===== src/rtl/riscv_pkg.sv =====
// Shared RISC-V pipeline definitions: datapath width, the bubble instruction
// and the fetch packet carried between fetch and decode.
package riscv_pkg;

   localparam int          XLEN      = 32;
   localparam logic [31:0] NOP_INSTR = 32'h0000_0013;

   typedef struct packed {
      logic [XLEN-1:0] pc;
      logic [XLEN-1:0] pc_incr;
      logic [31:0]     instr;
   } fetch_pkt_t;

endpackage


===== src/rtl/q1q2_skid.sv =====
// Q1->Q2 pipeline register between instruction fetch and decode, with stall,
// flush, a saturating bubble counter and a one-entry skid buffer.
module q1q2_skid
   import riscv_pkg::*;
#(
   parameter int          CNT_WIDTH = 16,
   parameter logic [31:0] NOP_INSTR = riscv_pkg::NOP_INSTR
) (
   input  logic                 clk,
   input  logic                 rst,
   input  logic [XLEN-1:0]      pc_ip,
   input  logic [XLEN-1:0]      pc_incr_ip,
   input  logic [31:0]          instr_ip,
   input  logic                 fetch_valid_ip,
   output logic                 fetch_ready_op,
   input  logic                 stall_ip,
   input  logic                 flush_ip,
   output logic [XLEN-1:0]      pc_op,
   output logic [XLEN-1:0]      pc_incr_op,
   output logic [31:0]          instr_op,
   output logic                 valid_op,
   output logic [CNT_WIDTH-1:0] bubble_cnt_op
);

   // Handshake: a fetch word transfers on a posedge where fetch_valid_ip and
   // fetch_ready_op are both high; fetch_ready_op only depends on skid state,
   // never on fetch_valid_ip, and valid without ready is an upstream error.
   fetch_pkt_t           main_q;
   fetch_pkt_t           skid_q;
   logic                 valid_q;
   logic                 skid_full;
   logic [CNT_WIDTH-1:0] cnt_q;
   fetch_pkt_t           in_pkt;
   fetch_pkt_t           bubble_pkt;
   fetch_pkt_t           flush_pkt;
   logic                 accept;
   logic [CNT_WIDTH-1:0] cnt_inc;

   assign fetch_ready_op = ~skid_full;
   assign accept         = fetch_valid_ip & ~skid_full;

   assign in_pkt     = '{pc: pc_ip, pc_incr: pc_incr_ip, instr: instr_ip};
   assign bubble_pkt = '{pc: pc_ip, pc_incr: pc_incr_ip, instr: NOP_INSTR};
   assign flush_pkt  = '{pc: '0, pc_incr: '0, instr: NOP_INSTR};

   assign cnt_inc = (cnt_q == {CNT_WIDTH{1'b1}}) ? cnt_q : cnt_q + CNT_WIDTH'(1);

   always_ff @(posedge clk) begin
      if (rst) begin
         main_q    <= flush_pkt;
         valid_q   <= 1'b0;
         skid_q    <= '0;
         skid_full <= 1'b0;
         cnt_q     <= '0;
      end else if (flush_ip) begin
         // Anything accepted this cycle is wrong-path and simply not stored.
         main_q    <= flush_pkt;
         valid_q   <= 1'b0;
         skid_full <= 1'b0;
         cnt_q     <= cnt_inc;
      end else if (stall_ip) begin
         if (accept) begin
            skid_q    <= in_pkt;
            skid_full <= 1'b1;
         end
      end else if (skid_full) begin
         main_q    <= skid_q;
         valid_q   <= 1'b1;
         skid_full <= 1'b0;
      end else if (accept) begin
         main_q  <= in_pkt;
         valid_q <= 1'b1;
      end else begin
         main_q  <= bubble_pkt;
         valid_q <= 1'b0;
         cnt_q   <= cnt_inc;
      end
   end

   always_ff @(posedge clk) begin
      if (!rst) begin
         assert (!(fetch_valid_ip && skid_full))
            else $error("q1q2_skid: fetch_valid_ip while fetch_ready_op low, word dropped");
      end
   end

   assign pc_op         = main_q.pc;
   assign pc_incr_op    = main_q.pc_incr;
   assign instr_op      = main_q.instr;
   assign valid_op      = valid_q;
   assign bubble_cnt_op = cnt_q;

endmodule


===== config.mk =====
export PLATFORM = sky130hd
export DESIGN_NAME = q1q2_skid
export DESIGN_NICKNAME = d
export VERILOG_FILES = /design/src/rtl/riscv_pkg.sv /design/src/rtl/q1q2_skid.sv
export SDC_FILE = /design/constraint.sdc
export NUM_CORES = 1
export LEC_CHECK = 0
export ABC_AREA = 1
export ABC_CLOCK_PERIOD_IN_PS = 4050
export CELL_PAD_IN_SITES_DETAIL_PLACEMENT = 0
export CELL_PAD_IN_SITES_GLOBAL_PLACEMENT = 1
export CORE_MARGIN = 5
export CORE_UTILIZATION = 30
export DETAILED_ROUTE_END_ITERATION = 10
export HOLD_SLACK_MARGIN = 0.03
export PLACE_DENSITY = 0.67
export SLEW_MARGIN = 5
export SYNTH_ARGS = -nofsm -noshare
export SYNTH_HDL_FRONTEND = slang
export SYNTH_SLANG_ARGS = --single-unit

===== constraint.sdc =====
create_clock -name clk -period 4.05 [get_ports clk]
set_clock_uncertainty 0.15 [all_clocks]
set_input_delay 0.81 -clock clk [delete_from_list [all_inputs] [get_ports clk]]
set_output_delay 0.81 -clock clk [all_outputs]
set_load 0.05 [all_outputs]

## Yosys cells after proc, flatten, opt, wreduce, memory -nomap -nowiden

Index checks and enable logic that the tools add are counted.

| word-level totals | value |
|---|---|
| register bits after elaboration | 210 |
| bits in latches | 0 |
| memory bits (writable) | 0 |
| ROM bits | 0 |
| input port bits | 101 |
| output and inout port bits | 114 |
| word-level logic and storage cells | 31 |
| memories kept | 0 |

| cells by class | value |
|---|---|
| add/sub/neg operators | 1 |
| $mul | 0 |
| divide/modulo/power cells | 0 |
| $lt $le $gt $ge | 0 |
| equality and inequality tests | 4 |
| shifts and indexed selects | 0 |
| muxes and demuxes | 9 |
| bitwise logic cells | 4 |
| reductions and logical operators | 4 |

Operator list:

| operator | count |
|---|---|
| 2-to-1 mux 96 bit | 1 |
| 2-to-1 mux 16 bit | 5 |
| 2-to-1 mux 32 bit | 1 |
| adder 16 x 1 -> 16 bit (second input constant) | 1 |
| == test 16 bit (second input constant) | 1 |
| AND reduction 3 bit | 2 |
| inequality test 2 bit (second input constant) | 2 |
| inverter 1 bit | 3 |
| OR reduction 3 bit | 1 |
| 2-to-1 mux 1 bit | 2 |
| inequality test 2 x 1 -> 1 bit (second input constant) | 1 |
| OR reduction 2 bit | 1 |
| AND 1 bit | 1 |

## Longest topological paths before layout

Gate-level depths: netlist of the first run.

| depth | value |
|---|---|
| depth after elaboration | 6 |
| mapped depth | 11 |
| mapped depth without buffers | 10 |

## Worst setup path before layout of the first run

OpenSTA, ideal clock, no wires.

| timing path | value |
|---|---|
| kind | register to output |
| start point | register skid_full |
| end point | output fetch_ready_op |
| arrival time | 1.074 ns |
| data required time | 3.090 ns |
| setup slack | 2.016 ns |
| stages on the path, launching flop included | 3 |
| path buffers | 1 |
| path through | dfxtp_1 > inv_2 > buf_1 |

| on the way | value |
|---|---|
| longest elaborated chain between the ends | 1 |

Ends and longest elaborated chain:

| item | RTL line | RTL |
|---|---|---|
| start, declared | q1q2_skid.sv:31 | `logic skid_full;` |
| start signal, assigned | q1q2_skid.sv:53 | `skid_full <= 1'b0;` |
| start signal, assigned | q1q2_skid.sv:59 | `skid_full <= 1'b0;` |
| start signal, assigned | q1q2_skid.sv:64 | `skid_full <= 1'b1;` |
| inverter 1 bit | q1q2_skid.sv:39 | `assign fetch_ready_op = ~skid_full;` |
| end, declared | q1q2_skid.sv:15 | `output logic fetch_ready_op,` |

No other way between the ends.

## Worst setup path after layout of the first run

| timing path | value |
|---|---|
| start point | register cnt_q[3], in the netlist bubble_cnt_op[3] |
| end point | output bubble_cnt_op[3] |

RTL lines:

| item | RTL line | RTL |
|---|---|---|
| start, declared | q1q2_skid.sv:32 | `logic [CNT_WIDTH-1:0] cnt_q;` |
| start signal, assigned | q1q2_skid.sv:60 | `cnt_q <= cnt_inc;` |
| start signal, assigned | q1q2_skid.sv:76 | `cnt_q <= cnt_inc;` |
| end, declared | q1q2_skid.sv:22 | `output logic [CNT_WIDTH-1:0] bubble_cnt_op` |

No word-level cell between the ends.

==> impl_metrics.py, run 1 <==
metrics = {
    "status": {
        "status": "finished clean",
    },
    "final_layout": {
        "final_area_sq_mm": 0.0119,
        "fin_util_pct": 41.4,
        "n_antenna_cell": 0,
        "fin_nets": 1491,
        "layout-drive-gt1-share_pct": 4.70,
        "area.growth.synth_to_final_pct": 36.5,
    },
    "setup_path": {
        "reg2reg_to": "bubble_cnt_op[9]",
        "endpoint_kind": "output port",
        "r2r_slack_ns": 1.43,
        "cp_max_fo": 6,
        "start_kind": "flop",
        "worst_path_max_delay_cell": "clkdlybuf4s50_1",
        "path_depth": 1,
        "crit_buf_inv": 1,
        "crit_type": "flop to output port",
        "rr_worst_depth": 9,
        "crit_chain": "clkdlybuf4s50_1",
        "worstPathArrival_ns": 1.79,
        "cp_top_family": "buffers and inverters",
        "r2r_start": "skid_full",
        "worstPathRequired_ns": 3.09,
        "critPathMaxStageDelay_ns": 0.85,
    },
    "die": {
        "die_h_microns": 180,
        "die_w_microns": 180,
        "core-area_sq_mm": 0.0287,
        "design.die.area_sq_mm": 0.0325,
        "std_cell_rows": 62,
        "num_io_pins": 215,
        "initial_core_util_pct": 30.3,
    },
    "drt": {
        "drc": 0,
        "via_count": 8167,
        "wl_per_cell_microns": 15.1,
        "drt_iter0_drc": 534,
        "first_pass_iters": 5,
        "vias_per_cell": 4.57,
        "antenna_left": 0,
        "drt_wl_total_mm": 27.0,
    },
    "power": {
        "ir_drop_v": 0.000244,
        "cellLeakagePower_nw": 5.17,
        "p_per_area_mw_per_mm2": 427,
        "total_power_mw": 5.07,
    },
    "yosys": {
        "synth-seq-cells": 210,
        "syn_avg_cell_area_sq_um": 7.17,
        "syn_nets": 1316,
        "synth_cell_types": 22,
        "syn_inst": 1214,
        "syn_area_sq_mm": 0.00870,
        "ys_seq_area_share_pct": 48.3,
        "ys_warn_count": 0,
    },
    "cts": {
        "clockBufferDepth": 3,
        "cts.repair.resized": 0,
        "clk_pin_slew_ns": 0.05,
        "h-tree-depth": 1,
        "cts_buffers": 25,
        "insertion_delay_ns": 0.51,
        "clk_root_buffer_cell": "clkbuf_16",
        "cts_tree": "done",
        "cts_setup_buffers": 0,
        "holdBufCountCts": 0,
        "cts_sinks": 210,
    },
    "hold_path": {
        "hold_end": "skid_q[2]",
        "hp-class": "flop to flop",
        "worstHoldPathCells": 2,
        "hold_start": "skid_q[2]",
    },
    "global_route": {
        "antenna_found_initial": 0,
        "track_usage_pct": 15.9,
        "grt_max_degree": 117,
        "grt_pass1_vias": 7877,
        "grt_pass1_wl_mm": 43.5,
        "overflow": 0,
    },
    "timing": {
        "finalSetupViolations": 0,
        "worst_pin_slew_ns": 1.10,
        "final.period_utilization_pct": 68.0,
        "rsz0062_at_grt": "no",
        "slew-limit-headroom_pct": 26.9,
        "period_minus_slack_ns": 2.75,
        "whs_ns": 0.310,
        "slew_viol_final": 0,
        "fmax_mhz": 363,
        "tns_ns": 0,
        "hold_viol_final": 0,
    },
    "job": {
        "max-cap-violations": 0,
    },
    "placed_design": {
        "dp.final_hpwl_mm": 17.2,
        "placed_cell_area_sq_mm": 0.0111,
        "io_buffers": 214,
        "gp_congestion": 0.761,
    },
}
[stage by stage]
step	cells	setup slack (ns)
CTS	1789	1.25
finish	1789	1.30
detailed placement	1746	0.902
floorplan	1214	2.02
global placement	1746	0.971
global route	1789	1.18
[cells in the final DEF (no fill, tap or decap)]
master,Yosys,layout
o21ai_1,12,12
o21ai_0,169,169
nand2_4,1,1
o211ai_1,31,31
nand2_2,1,1
buf_2,41,1
clkbuf_16,0,25
dfxtp_4,0,1
clkinv_2,0,1
inv_1,132,131
nor2_1,176,175
inv_4,0,1
clkbuf_8,0,6
a21oi_1,111,111
clkdlybuf4s50_1,0,213
nor2_2,1,1
dfxtp_1,210,209
clkbuf_1,30,9
bufinv_16,0,2
inv_2,3,3
nand3_1,66,66
nand2_1,208,208
o221ai_1,3,3
ha_1,1,1
nor2_4,4,5
nand4_1,1,1
buf_12,0,1
buf_4,1,17
[how the worst max path moves through the flow]
| stage | from | endpoint |
|---|---|---|
| final | bubble_cnt_op[3] | bubble_cnt_op[3] |
| after global routing | skid_full | bubble_cnt_op[9] |
| after CTS | skid_full | fetch_ready_op |
| after detailed placement | flush_ip | skid_q[65] |
| after global placement | flush_ip | skid_q[70] |
| after floorplan | skid_full | fetch_ready_op |
[power by group]
part / internal (mW) / switching, mW
Clock: 1.37 / 0.846
Sequential: 2.15 / 0.0469
Combinational: 0.244 / 0.408
Total: 3.77 / 1.30
[registers in the layout (all words and copies together) (netlist names)]
register and cells:
pc_op 32, instr_op 32, skid_q 96, valid_op 1, pc_incr_op 32, bubble_cnt_op 16, skid_full 1
[cell type report]
cell class / count / area [sq um]
Fill cell: 2969 / 16800
Tap cell: 384 / 480
Clock inverter: 3 / 65.1
Sequential cell: 210 / 4210
Multi-Input combinational cell: 785 / 3590
Timing Repair Buffer: 232 / 2280
Inverter: 135 / 509
Clock buffer: 40 / 742
[layer usage]
| metal | part of all wire, % | GRT usage, % | routed length (microns) | vias to the layer above |
|---|---|---|---|---|
| met5 | 0 | 0 | 0 | - |
| met4 | 1.6 | 2.63 | 422 | 0 |
| met3 | 5.8 | 3.96 | 1580 | 30 |
| met2 | 45 | 25.9 | 12100 | 195 |
| met1 | 48 | 21.9 | 13000 | 3688 |
| li1 | - | - | - | 4254 |
[cell usage after synthesis]
| cell type | number | area, sq um |
|---|---|---|
| clkbuf_1 | 30 | 113 |
| inv_2 | 3 | 11.3 |
| nand3_1 | 66 | 330 |
| nor2_4 | 4 | 45.0 |
| nand2_4 | 1 | 11.3 |
| buf_6 | 5 | 56.3 |
| buf_4 | 1 | 7.51 |
| buf_1 | 7 | 26.3 |
| a21oi_1 | 111 | 556 |
| ha_1 | 1 | 12.5 |
| o21ai_1 | 12 | 60.1 |
| nand2_1 | 208 | 781 |
| inv_1 | 132 | 495 |
| nand4_1 | 1 | 6.26 |
| dfxtp_1 | 210 | 4200 |
| buf_2 | 41 | 205 |
| o221ai_1 | 3 | 26.3 |
| o211ai_1 | 31 | 233 |
| o21ai_0 | 169 | 846 |
| nand2_2 | 1 | 6.26 |
| nor2_1 | 176 | 661 |
| nor2_2 | 1 | 6.26 |
[cells by family after synthesis]
group	synth area share, %
compound gates	19.8
fa+ha+maj	0.144
buf+inv	10.5
flops	48.3
simple gates	21.2
Power figures use the tool's default switching activity.
==> run 2, diff against run 1 <==
--- a/config.mk
+++ b/config.mk
@@ -6,14 +6,14 @@
 export NUM_CORES = 1
 export LEC_CHECK = 0
 export ABC_AREA = 1
-export ABC_CLOCK_PERIOD_IN_PS = 4050
+export ABC_CLOCK_PERIOD_IN_PS = 2300
 export CELL_PAD_IN_SITES_DETAIL_PLACEMENT = 0
 export CELL_PAD_IN_SITES_GLOBAL_PLACEMENT = 1
 export CORE_MARGIN = 5
 export CORE_UTILIZATION = 30
 export DETAILED_ROUTE_END_ITERATION = 10
 export HOLD_SLACK_MARGIN = 0.03
-export PLACE_DENSITY = 0.67
+export PLACE_DENSITY = 0.7
 export SLEW_MARGIN = 5
 export SYNTH_ARGS = -nofsm -noshare
 export SYNTH_HDL_FRONTEND = slang
==> constraint.sdc (replaced) <==
create_clock -name clk -period 2.3 [get_ports clk]
set_clock_uncertainty 0.15 [all_clocks]
set_input_delay 0.46 -clock clk [delete_from_list [all_inputs] [get_ports clk]]
set_output_delay 0.46 -clock clk [all_outputs]
set_load 0.05 [all_outputs]
==> impl_metrics.py, run 2 (same netlist as run 1, synthesis figures left out) <==
metrics = {
    "drt": {
        "vias_per_cell": 4.55,
        "drc": 0,
        "via_count": 8174,
        "drt_wl_total_mm": 26.8,
        "first_pass_iters": 4,
        "antenna_left": 0,
        "drt_iter0_drc": 465,
        "wl_per_cell_microns": 14.9,
    },
    "die": {
        "design.die.area_sq_mm": 0.0325,
        "initial_core_util_pct": 30.3,
        "die_w_microns": 180,
        "std_cell_rows": 62,
        "die_h_microns": 180,
        "core-area_sq_mm": 0.0287,
        "num_io_pins": 215,
    },
    "final_layout": {
        "instances_no_fill": 1795,
        "regMostFlops": "skid_q",
        "final_common_cell": "dfxtp_1",
        "largest_register_ffs": 96,
        "fill_cells": 2938,
        "n_antenna_cell": 0,
        "fin_nets": 1496,
        "fin_util_pct": 42.2,
        "layout-drive-gt1-share_pct": 5.53,
        "final_area_sq_mm": 0.0121,
        "layout_common_cells": "dfxtp_1 (209), nand2_1 (208), nor2_1 (175), o21ai_0 (169), inv_1 (131)",
        "area.growth.synth_to_final_pct": 39.2,
    },
    "power": {
        "p_per_area_mw_per_mm2": 760,
        "cellLeakagePower_nw": 6.05,
        "p_int_mw": 6.84,
        "p_sw_mw": 2.36,
        "ir_drop_v": 0.000476,
        "p_clk_share_pct": 45.4,
        "p_sw_share_pct": 25.7,
        "seqPwrFrac_pct": 42.1,
        "combPwrFrac_pct": 12.5,
    },
    "cts": {
        "cts_tree": "done",
        "clk_root_buffer_cell": "clkbuf_16",
        "cts_setup_buffers": 0,
        "clockBufferDepth": 3,
        "h-tree-depth": 1,
        "clk_pin_slew_ns": 0.06,
        "cts_buffers": 25,
        "cts_sinks": 210,
        "insertion_delay_ns": 0.51,
    },
    "timing": {
        "final.period_utilization_pct": 98.0,
        "hold_viol_final": 0,
        "tns_ns": 0,
        "slew-limit-headroom_pct": 57.7,
        "rsz0062_at_grt": "no",
        "worst_pin_slew_ns": 0.633,
        "finalSetupViolations": 0,
        "fin_ws_ns": 0.0449,
        "period_minus_slack_ns": 2.26,
        "fmax_mhz": 443,
        "slew_viol_final": 0,
    },
    "setup_path": {
        "critPathMaxStageDelay_ns": 0.81,
        "crit_type": "flop to output port",
        "worst_path_max_delay_cell": "clkdlybuf4s50_1",
        "r2r_start": "bubble_cnt_op[0]",
        "cp_top_family": "buffers and inverters",
        "worstPathArrival_ns": 1.65,
        "start_kind": "flop",
        "crit_start": "pc_incr_op[30]",
        "worstPathRequired_ns": 1.69,
        "cp_max_fo": 2,
        "crit_chain": "clkdlybuf4s50_1",
        "crit_buf_inv": 1,
        "endpoint_kind": "output port",
    },
    "global_route": {
        "grt_pass1_vias": 7916,
        "grt_max_degree": 98,
        "track_usage_pct": 15.9,
        "overflow": 0,
        "grt_pass1_wl_mm": 43.4,
        "antenna_found_initial": 0,
    },
    "status": {
        "status": "finished clean",
    },
    "placed_design": {
        "dp.final_hpwl_mm": 17.4,
        "post-place-ws_ns": 0.0285,
        "place_inst": 1751,
        "placed_cell_area_sq_mm": 0.0112,
        "io_buffers": 214,
        "gp_congestion": 0.753,
    },
    "hold_path": {
        "hp-class": "flop to flop",
        "hold_start": "skid_q[27]",
    },
    "job": {
        "max-cap-violations": 0,
    },
}
## run 2: cell types whose count changed in the layout (fill, tap and decap cells not counted), sizes merged
cell and delta:
dlymetal6s2s +31, clkdlybuf4s50 -98, dlygate4sd2 +64, clkinvlp +3
bufinv +3, clkinv +2, buf +8, clkbuf -7
## run 2: what timing repair did
action | in CTS | in global routing
gates resized for setup | 64 | 31
hold buffers | 0 | 0
gates cloned | 0 | 0
setup endpoints to repair | 64 | 31
## run 2: per-layer routing
metal	up-vias	track usage (%)	wire, microns
li1	4264	-	-
met1	3723	21.8	12700
met2	154	25.7	12200
met3	33	4.00	1520
met4	0	3.30	430
met5	-	0	0
## run 2: metrics by stage
| step | hold WS [ns] | total power, mW |
|---|---|---|
| 2_1_floorplan | 0.284 | 4.63 |
| 3_3_place_gp | 0.297 | 5.14 |
| 3_5_place_dp | 0.301 | 5.15 |
| 4_1_cts | 0.313 | 9.34 |
| 5_1_grt | 0.333 | 9.61 |
| 6_report | 0.311 | 9.20 |
## run 2: final timing paths
kind / endpoint / slack, ns / cells after the start
max: pc_incr_op[30] / 0.04 / 1
min: skid_q[27] / 0.31 / 2
max reg2reg: bubble_cnt_op[1] / 0.42 / 10
min reg2reg: skid_q[27] / 0.31 / 2
## run 2: layout make-up
class | count | area [sq um] | area share, %
flip-flops and latches | 210 | 4210 | 34.7
multi-input cells | 785 | 3590 | 29.6
repair buffers | 237 | 2460 | 20.3
clock buffers | 33 | 676 | 5.58
inverters | 135 | 509 | 4.20
well taps | 384 | 480 | 3.97
clock inverters | 11 | 188 | 1.55
## run 2: power by group through the flow
stage	Clock, mW	Sequential (mW)	Combinational, mW
2_1_floorplan	0	4.20	0.430
3_3_place_gp	0	3.95	1.19
3_5_place_dp	0	3.95	1.20
4_1_cts	4.29	3.87	1.17
5_1_grt	4.46	3.89	1.26
6_report	4.18	3.87	1.15
==> run 3, diff against run 2 <==
--- a/config.mk
+++ b/config.mk
@@ -6,14 +6,15 @@
 export NUM_CORES = 1
 export LEC_CHECK = 0
 export ABC_AREA = 1
-export ABC_CLOCK_PERIOD_IN_PS = 2300
+export ABC_CLOCK_PERIOD_IN_PS = 2800
 export CELL_PAD_IN_SITES_DETAIL_PLACEMENT = 0
 export CELL_PAD_IN_SITES_GLOBAL_PLACEMENT = 1
 export CORE_MARGIN = 5
 export CORE_UTILIZATION = 30
+export CTS_CLUSTER_SIZE = 8
 export DETAILED_ROUTE_END_ITERATION = 10
 export HOLD_SLACK_MARGIN = 0.03
-export PLACE_DENSITY = 0.7
+export PLACE_DENSITY = 0.67
 export SLEW_MARGIN = 5
 export SYNTH_ARGS = -nofsm -noshare
 export SYNTH_HDL_FRONTEND = slang
==> constraint.sdc (replaced) <==
create_clock -name clk -period 2.8 [get_ports clk]
set_clock_uncertainty 0.15 [all_clocks]
set_input_delay 0.42 -clock clk [delete_from_list [all_inputs] [get_ports clk]]
set_output_delay 0.42 -clock clk [all_outputs]
set_load 0.05 [all_outputs]
==> impl_metrics.py, run 3 (same netlist as run 1, synthesis figures left out) <==
metrics = {
    "job": {
        "max-cap-violations": 0,
    },
    "setup_path": {
        "critPathMaxStageDelay_ns": 0.85,
        "start_kind": "flop",
        "crit_chain": "clkdlybuf4s50_1",
        "endpoint_kind": "output port",
        "worstPathRequired_ns": 2.23,
        "crit_type": "flop to output port",
        "crit_start": "bubble_cnt_op[0]",
        "worstPathArrival_ns": 1.80,
        "cp_max_fo": 5,
        "crit_buf_inv": 1,
        "cp_top_family": "buffers and inverters",
        "r2r_start": "bubble_cnt_op[0]",
        "worst_path_max_delay_cell": "clkdlybuf4s50_1",
    },
    "placed_design": {
        "gp_congestion": 0.720,
        "dp.final_hpwl_mm": 17.1,
        "place_inst": 1746,
        "io_buffers": 214,
        "post-place-ws_ns": 0.497,
    },
    "final_layout": {
        "final_common_cell": "clkdlybuf4s50_1",
        "fin_nets": 1496,
        "regMostFlops": "skid_q",
        "largest_register_ffs": 96,
        "layout-drive-gt1-share_pct": 4.66,
        "layout_common_cells": "clkdlybuf4s50_1 (212), dfxtp_1 (209), nand2_1 (208), nor2_1 (175), o21ai_0 (169)",
        "instances_no_fill": 1780,
        "area.growth.synth_to_final_pct": 36.9,
        "n_antenna_cell": 0,
    },
    "cts": {
        "cts.repair.resized": 0,
        "clk_pin_slew_ns": 0.05,
        "cts_sinks": 210,
        "holdBufCountCts": 0,
        "cts_tree": "done",
        "h-tree-depth": 1,
        "clockBufferDepth": 3,
        "clk_root_buffer_cell": "clkbuf_16",
        "cts_buffers": 30,
        "insertion_delay_ns": 0.53,
        "cts_setup_buffers": 0,
    },
    "global_route": {
        "overflow": 0,
        "top_usage_layer": "met2",
        "grt_pass1_vias": 8130,
        "grt_use_met3_pct": 4.48,
        "grtUsageMet2_pct": 26.4,
        "track_usage_pct": 16.3,
        "grt_max_degree": 130,
        "grt_pass1_wl_mm": 44.5,
        "antenna_found_initial": 1,
        "grtUsageMet1_pct": 22.5,
    },
    "status": {
        "status": "finished clean",
    },
    "drt": {
        "first_pass_iters": 4,
        "drc": 0,
        "antenna_left": 0,
        "via_count": 8177,
        "drt_iter0_drc": 472,
        "vias_per_cell": 4.59,
        "drt_wl_total_mm": 27.4,
        "wl_per_cell_microns": 15.4,
    },
    "timing": {
        "period_minus_slack_ns": 2.37,
        "rsz0062_at_grt": "no",
        "slew-limit-headroom_pct": 57.8,
        "slew_viol_final": 0,
        "fin_ws_ns": 0.431,
        "tns_ns": 0,
        "hold_viol_final": 0,
        "finalSetupViolations": 0,
        "fmax_mhz": 422,
        "worst_pin_slew_ns": 0.632,
        "final.period_utilization_pct": 84.6,
    },
    "die": {
        "num_io_pins": 215,
        "die_h_microns": 180,
        "core-area_sq_mm": 0.0287,
        "die_w_microns": 180,
        "std_cell_rows": 62,
        "initial_core_util_pct": 30.3,
        "design.die.area_sq_mm": 0.0325,
    },
    "hold_path": {
        "hold_start": "pc_ip[8]",
        "hp-class": "input port to flop",
    },
    "power": {
        "cellLeakagePower_nw": 5.17,
        "ir_drop_v": 0.000287,
        "p_per_area_mw_per_mm2": 615,
    },
}
run 3: layout make-up:
type | instances | area [sq um]
clock buffers | 33 | 783
clock inverters | 1 | 7.51
fillers | 2998 | 16800
inverters | 135 | 509
multi-input cells | 785 | 3590
flip-flops and latches | 210 | 4210
well taps | 384 | 480
repair buffers | 232 | 2330
run 3: stage by stage:
step / util [%] / instance area [sq um] / hold WS, ns / power, mW
finish: 41.5 / 11900 / 0.302 / 7.33
global placement: 38.7 / 11100 / 0.299 / 4.21
floorplan: - / 8700 / 0.284 / 3.80
global route: 41.5 / 11900 / 0.296 / 7.66
CTS: 41.5 / 11900 / 0.279 / 7.45
detailed placement: 38.7 / 11100 / 0.303 / 4.21
run 3: power breakdown:
part / internal [mW] / switching [mW]
clock network: 1.93 / 1.26
logic: 0.359 / 0.594
registers: 3.12 / 0.0686
total: 5.41 / 1.92
run 3: path summary, 6_finish.rpt:
| kind | slack, ns | cells after the start | endpoint |
|---|---|---|---|
| worst max-delay path | 0.43 | 1 | bubble_cnt_op[0] |
| worst min-delay path | 0.30 | 3 | skid_q[72] |
| worst max register to register | 0.90 | 10 | bubble_cnt_op[0] |
| worst min register to register | 0.31 | 2 | skid_q[27] |
run 3: worst min-delay path, stage by stage:
cell and delay (ns):
clkdlybuf4s50_1 0.39, inv_1 0.07, a21oi_1 0.05
run 3: layer usage:
| metal | vias to the layer above | part of all wire [%] | wire length, microns |
|---|---|---|---|
| met4 | 2 | 0.78 | 214 |
| met5 | - | 0.040 | 11 |
| met2 | 185 | 44 | 12000 |
| met1 | 3717 | 49 | 13300 |
| li1 | 4252 | - | - |
| met3 | 21 | 6.6 | 1810 |
